<file path="src/rtl/div_unit.sv">
// Iterative 32-bit divider (DIV/DIVU): one radix-2 restoring step per clock,
// sign fixup at the end, and a result held until the requester drops div_start_i.
module div_unit (
  input  logic        cpu_clk_50M,
  input  logic        cpu_rst_n,
  input  logic        div_start_i,
  input  logic        signed_div_i,
  input  logic [31:0] div_opdata1_i,
  input  logic [31:0] div_opdata2_i,
  input  logic        annul_i,
  output logic [63:0] div_result_o,
  output logic        div_ready_o,
  output logic        div_busy_o,
  output logic [1:0]  div_state_o
);

  // Handshake: the requester raises div_start_i and holds it; the result is
  // valid while div_ready_o=1 and is consumed when div_start_i drops in END.
  typedef enum logic [1:0] {
    DIV_FREE    = 2'd0,
    DIV_BY_ZERO = 2'd1,
    DIV_ON      = 2'd2,
    DIV_END     = 2'd3
  } div_state_t;

  div_state_t  state, state_next;
  logic [5:0]  cnt;
  logic        signed_r;
  logic        sign1_r;
  logic        sign2_r;
  logic [31:0] divisor_r;
  // [64:32] partial remainder, [31:0] dividend bits shifting out / quotient shifting in
  logic [64:0] work_r;

  logic [31:0] op1_abs;
  logic [31:0] op2_abs;
  logic [64:0] shifted;
  logic [32:0] diff;
  logic [64:0] step_val;
  logic [31:0] quo_fix;
  logic [31:0] rem_fix;

  assign div_busy_o  = (state != DIV_FREE);
  assign div_state_o = state;

  always_comb begin
    op1_abs  = (signed_div_i && div_opdata1_i[31]) ? (~div_opdata1_i + 32'd1) : div_opdata1_i;
    op2_abs  = (signed_div_i && div_opdata2_i[31]) ? (~div_opdata2_i + 32'd1) : div_opdata2_i;
    shifted  = {work_r[63:0], 1'b0};
    diff     = shifted[64:32] - {1'b0, divisor_r};
    // Partial remainder is always below 2*divisor, so bit 32 is a reliable sign.
    if (!diff[32]) begin
      step_val = {diff, shifted[31:1], 1'b1};
    end else begin
      step_val = shifted;
    end
    quo_fix = (signed_r && (sign1_r ^ sign2_r)) ? (~work_r[31:0] + 32'd1) : work_r[31:0];
    rem_fix = (signed_r && sign1_r) ? (~work_r[63:32] + 32'd1) : work_r[63:32];
  end

  always_comb begin
    state_next = state;
    if (annul_i) begin
      state_next = DIV_FREE;
    end else begin
      case (state)
        DIV_FREE: begin
          if (div_start_i) begin
            state_next = (div_opdata2_i == 32'd0) ? DIV_BY_ZERO : DIV_ON;
          end
        end
        DIV_BY_ZERO: state_next = DIV_END;
        DIV_ON: begin
          if (cnt == 6'd32) begin
            state_next = DIV_END;
          end
        end
        DIV_END: begin
          if (!div_start_i) begin
            state_next = DIV_FREE;
          end
        end
        default: state_next = DIV_FREE;
      endcase
    end
  end

  always_ff @(posedge cpu_clk_50M or negedge cpu_rst_n) begin
    if (!cpu_rst_n) begin
      state        <= DIV_FREE;
      cnt          <= 6'd0;
      signed_r     <= 1'b0;
      sign1_r      <= 1'b0;
      sign2_r      <= 1'b0;
      divisor_r    <= 32'd0;
      work_r       <= 65'd0;
      div_result_o <= 64'd0;
      div_ready_o  <= 1'b0;
    end else if (annul_i) begin
      state        <= DIV_FREE;
      cnt          <= 6'd0;
      work_r       <= 65'd0;
      div_result_o <= 64'd0;
      div_ready_o  <= 1'b0;
    end else begin
      state <= state_next;
      case (state)
        DIV_FREE: begin
          cnt <= 6'd0;
          if (div_start_i) begin
            signed_r  <= signed_div_i;
            sign1_r   <= div_opdata1_i[31];
            sign2_r   <= div_opdata2_i[31];
            divisor_r <= op2_abs;
            work_r    <= {33'd0, op1_abs};
          end
        end
        DIV_BY_ZERO: begin
          work_r <= 65'd0;
        end
        DIV_ON: begin
          if (cnt == 6'd32) begin
            work_r <= {1'b0, rem_fix, quo_fix};
            cnt    <= 6'd0;
          end else begin
            work_r <= step_val;
            cnt    <= cnt + 6'd1;
          end
        end
        DIV_END: begin
          if (div_start_i) begin
            div_result_o <= work_r[63:0];
            div_ready_o  <= 1'b1;
          end else begin
            div_result_o <= 64'd0;
            div_ready_o  <= 1'b0;
          end
        end
        default: begin
          cnt <= 6'd0;
        end
      endcase
    end
  end

endmodule

</file>
<file path="config.mk">
export PLATFORM = sky130hd
export DESIGN_NAME = div_unit
export DESIGN_NICKNAME = d
export VERILOG_FILES = /design/src/rtl/div_unit.sv
export SDC_FILE = /design/constraint.sdc
export NUM_CORES = 1
export LEC_CHECK = 0
export ABC_AREA = 1
export BUFFER_PORTS_ARGS = -buffer_cell sky130_fd_sc_hd__buf_2
export CAP_MARGIN = 25
export CORE_ASPECT_RATIO = 1.25
export CORE_MARGIN = 2
export CORE_UTILIZATION = 30
export CTS_CLUSTER_DIAMETER = 80
export DETAILED_ROUTE_END_ITERATION = 8
export PLACE_DENSITY = 0.58
export SETUP_SLACK_MARGIN = 0.3
export SLEW_MARGIN = 15
export SYNTH_ARGS = -nofsm -noshare
export SYNTH_HDL_FRONTEND = slang
export SYNTH_SLANG_ARGS = --single-unit
</file>
<file path="constraint.sdc">
create_clock -name cpu_clk_50M -period 2.4 [get_ports cpu_clk_50M]
set_clock_uncertainty 0.1 [all_clocks]
set_input_delay 0.12 -clock cpu_clk_50M [delete_from_list [all_inputs] [get_ports cpu_clk_50M]]
set_output_delay 0.12 -clock cpu_clk_50M [all_outputs]
set_load 0.005 [all_outputs]
</file>
==> metrics.txt <==
# TYPE chip_impl_metric gauge
chip_impl_metric{name="p_switching",unit="W"} 0.006405
chip_impl_info{name="netlist.top_cell.by_area",value="dfrtp_1"} 1
chip_impl_info{name="cts_tree",value="yes"} 1
chip_impl_metric{name="worst-endpoint-required",unit="ns"} 2.65
chip_impl_metric{name="synth_cells",unit=""} 2230
chip_impl_metric{name="globalplace.congestion",unit=""} 0.9621
chip_impl_info{name="ctsRootBufferMaster",value="clkbuf_16"} 1
chip_impl_metric{name="combPwrFrac",unit="%"} 52.3
chip_impl_metric{name="clockBufferDepth",unit=""} 2
chip_impl_metric{name="top_level_ports",unit=""} 137
chip_impl_metric{name="area.growth.synth_to_final",unit="%"} 30.02
chip_impl_metric{name="cts_made_buffers",unit=""} 17
chip_impl_metric{name="grt_overflow",unit=""} 0
chip_impl_metric{name="die_height",unit="um"} 244.5
chip_impl_metric{name="die_x",unit="um"} 196.4
chip_impl_metric{name="worstPathMaxFanout",unit=""} 5
chip_impl_metric{name="post_place_setup_slack",unit="ns"} -0.1660
chip_impl_metric{name="post-route-drc-count",unit=""} 0
chip_impl_metric{name="routed_via_density",unit=""} 4.893
chip_impl_info{name="largest_cells_by_area_after_synthesis",value="dfrtp_1, nand2_1, inv_1"} 1
chip_impl_metric{name="avgSynthCellArea",unit="sq um"} 6.225
chip_impl_metric{name="sequentialPowerShare",unit="%"} 26.5
chip_impl_info{name="leading_register_cell_type_out_of_synthesis",value="dfrtp_1"} 1
chip_impl_metric{name="final_hold_viols",unit=""} 0
chip_impl_metric{name="totalWireLength",unit="um"} 51550
chip_impl_metric{name="grt_start_max_net_pins",unit=""} 59
chip_impl_metric{name="yosysTopAreaCellShare",unit="%"} 31.00
chip_impl_metric{name="row_count",unit=""} 88
chip_impl_metric{name="via_count",unit=""} 15320
chip_impl_metric{name="switching_share",unit="%"} 44.67
chip_impl_metric{name="drt.antenna.violating_nets",unit=""} 0
chip_impl_info{name="timing.setup.critical_path_class",value="register to register"} 1
chip_impl_metric{name="postSynthRegisterBits",unit=""} 172
chip_impl_metric{name="drt_pass1_iterations",unit=""} 6
chip_impl_metric{name="power-per-cell-area",unit="nW/um^2"} 794.4
chip_impl_metric{name="hold_ws",unit="ns"} 0.01404
chip_impl_metric{name="fin_nets",unit=""} 2645
chip_impl_metric{name="post-route-worst-setup-slack",unit="ns"} -0.1181
chip_impl_metric{name="asyncSetResetFlopFracSynth",unit="%"} 100.0
chip_impl_metric{name="synth.yosys.warnings",unit=""} 0
chip_impl_info{name="netlist_top_cells_count",value="nand2_1, inv_1, nor2_1"} 1
chip_impl_metric{name="yosys.cell_types.count",unit=""} 48
chip_impl_metric{name="final_layout_size_suffix_gt1_share",unit="%"} 18.54
chip_impl_metric{name="buffer_ports.inserted",unit=""} 136
chip_impl_info{name="post-synth-top-count-cell",value="nand2_1"} 1
chip_impl_metric{name="global_route.usage.total",unit="%"} 21.30
chip_impl_metric{name="antenna_violations_before_repair",unit=""} 1
chip_impl_metric{name="layout.filler_cells",unit=""} 4848
chip_impl_metric{name="fin_total_pwr",unit="W"} 0.01434
chip_impl_metric{name="initial_utilization",unit="%"} 30.23
chip_impl_metric{name="power.leakage",unit="nW"} 9.578
chip_impl_metric{name="vdd_drop_max",unit="mV"} 0.4960
chip_impl_metric{name="post-route-period-util",unit="%"} 104.9
chip_impl_metric{name="share_clk_of_total_power",unit="%"} 21.2
chip_impl_metric{name="drv.max_cap_violation_count",unit=""} 0
chip_impl_metric{name="antenna_cells",unit=""} 0
chip_impl_metric{name="worst-endpoint-arrival",unit="ns"} 2.76
chip_impl_metric{name="synth_enable_flop_cells",unit=""} 0
chip_impl_info{name="min_path_type",value="input pin to register"} 1
chip_impl_metric{name="numClockSinks",unit=""} 172
chip_impl_metric{name="post_synth_instance_area",unit="sq um"} 13880
chip_impl_metric{name="number_of_global_route_vias_before_repair",unit=""} 15090
chip_impl_metric{name="postSynthNetCount",unit=""} 2342
chip_impl_metric{name="tightestPinTransition",unit="ns"} 0.6308
chip_impl_metric{name="max_freq",unit="MHz"} 397.1
chip_impl_info{name="run_status",value="finished with violations"} 1
chip_impl_metric{name="clk_latency",unit="ns"} 0.46
chip_impl_metric{name="final_max_slew_viol_count",unit=""} 0
chip_impl_metric{name="power_report.internal_total",unit="W"} 0.007933
chip_impl_metric{name="maxSlewHeadroom",unit="%"} 57.94
chip_impl_info{name="failed_checks",value="setup timing"} 1
chip_impl_metric{name="fin_util",unit="%"} 39.31
chip_impl_metric{name="grt_first_pass_wirelength",unit="um"} 80390
chip_impl_metric{name="floorplan.die_area",unit="sq um"} 48020
chip_impl_info{name="endpoint_kind",value="register"} 1
chip_impl_metric{name="drt-initial-drc-count",unit=""} 1146
chip_impl_metric{name="wire_per_inst",unit="um"} 16.47
chip_impl_metric{name="finalInstanceArea",unit="sq um"} 18050
chip_impl_metric{name="design.core.area",unit="sq um"} 45910
chip_impl_metric{name="detailed_place.area",unit="sq um"} 16110
chip_impl_metric{name="layout_min_cycle_time",unit="ns"} 2.518
chip_impl_metric{name="place_hpwl",unit="um"} 39580
chip_impl_metric{name="cts_htree_levels",unit=""} 4
chip_impl_metric{name="synth.yosys.seq_area_share",unit="%"} 31.00
chip_impl_metric{name="reg2reg_setup_slack",unit="ns"} -0.12
chip_impl_metric{name="setup-violations-final",unit=""} 33
chip_impl_info{name="cp-start-kind",value="register"} 1
chip_impl_info{name="setup_repair_after_global_routing_missed_its_margin",value="yes"} 1
chip_impl_metric{name="clk_transition_reported_paths",unit="ns"} 0.07
## power groups by stage
stage	registers, W	clock network (W)	logic, W
2_1_floorplan	0.00371	0	0.00411
3_3_place_gp	0.00380	0	0.00656
3_5_place_dp	0.00382	0	0.00660
4_1_cts	0.00377	0.00310	0.00683
5_1_grt	0.00386	0.00320	0.00828
6_report	0.00380	0.00304	0.00750
## worst paths after layout
path                              startpoint             to  cells after the start
min reg2reg                     divisor_r[6]   divisor_r[6]                      2
max                               work_r[31]     work_r[46]                     19
min                        div_opdata2_i[15]  divisor_r[15]                      4
max in group asynchronous          cpu_rst_n  divisor_r[13]                      3
min in group asynchronous          cpu_rst_n   divisor_r[6]                      2
max reg2reg                       work_r[31]     work_r[46]                     19
## through the flow
step | TNS [ns] | std cells
after floorplan | 0 | 2230
final | -2.375 | 3131
after global routing | -6.809 | 3131
after CTS | -3.515 | 3108
after global placement | -2.321 | 3015
after detailed placement | -4.276 | 3015
## cells by family (layout without fill, tap and decap cells)
family | Yosys count | in the layout | synth area share [%]
AOI/OAI and AO/OA | 312 | 312 | 12.74
adders and majority gates | 43 | 43 | 3.930
DFF | 172 | 172 | 31.00
xor gates and xnor gates | 51 | 51 | 3.218
buffers and inverters | 480 | 795 | 13.42
and+or+nand+nor | 1172 | 1173 | 35.69
## registers in the layout, summed over array words and instances (netlist names)
signal / cells
div_state_o: 2
div_ready_o: 1
work_r: 64
signed_r: 1
divisor_r: 32
sign2_r: 1
div_result_o: 64
cnt: 6
sign1_r: 1
## placed cells by master, fill, tap and decap left out, drive strengths merged, types with 26 or more instances in the layout
cell type / n
buf: 296
o22ai: 67
nand4: 32
dlygate4sd3: 48
nor2: 197
dfrtp: 172
o21ai: 121
a21oi: 81
ha: 42
nand3: 183
xor2: 35
nor3: 42
inv: 415
nand2: 687
clkbuf: 26
## worst max-delay path: stages, from the launching register on
cell and delay, ns:
dfrtp_1 0.40, inv_2 0.08, ha_4 0.17, fa_2 0.36, inv_2 0.08, nand2_2 0.05, nand2_2 0.07, nand3_2 0.06
nand2_2 0.08, nand2_2 0.07, nand2_4 0.09, nand2_4 0.08, nand3_4 0.11, nand2_8 0.08, buf_12 0.14, clkbuf_16 0.15
nand2_2 0.05, nand3_1 0.06, nand2_1 0.07, nand2_1 0.06
## final cells by class
type / instances / area [sq um] / area share [%]
Multi-Input combinational cell: 1579 / 8199 / 45.42
Sequential cell: 172 / 4304 / 23.85
Timing Repair Buffer: 346 / 2628 / 14.56
Inverter: 417 / 1565 / 8.672
Tap cell: 585 / 732.0 / 4.055
Clock buffer: 24 / 491.7 / 2.724
Clock inverter: 8 / 130.1 / 0.7209
## routing by layer
metal	global-route usage (%)	wire, um
met3	2.110	1851
met1	25.26	21470
met5	0	0
met2	38.94	26320
met4	8.980	1911
## repair_timing
item	4_1_cts	5_1_grt
resized for setup	26	107
pin swaps	8	53
hold buffers	48	0
cloned	2	2
endpoints found under the hold margin	100	0
setup endpoints to repair	67	72
buffers inserted	11	21
Note: power is estimated with default switching activity, not from simulation.
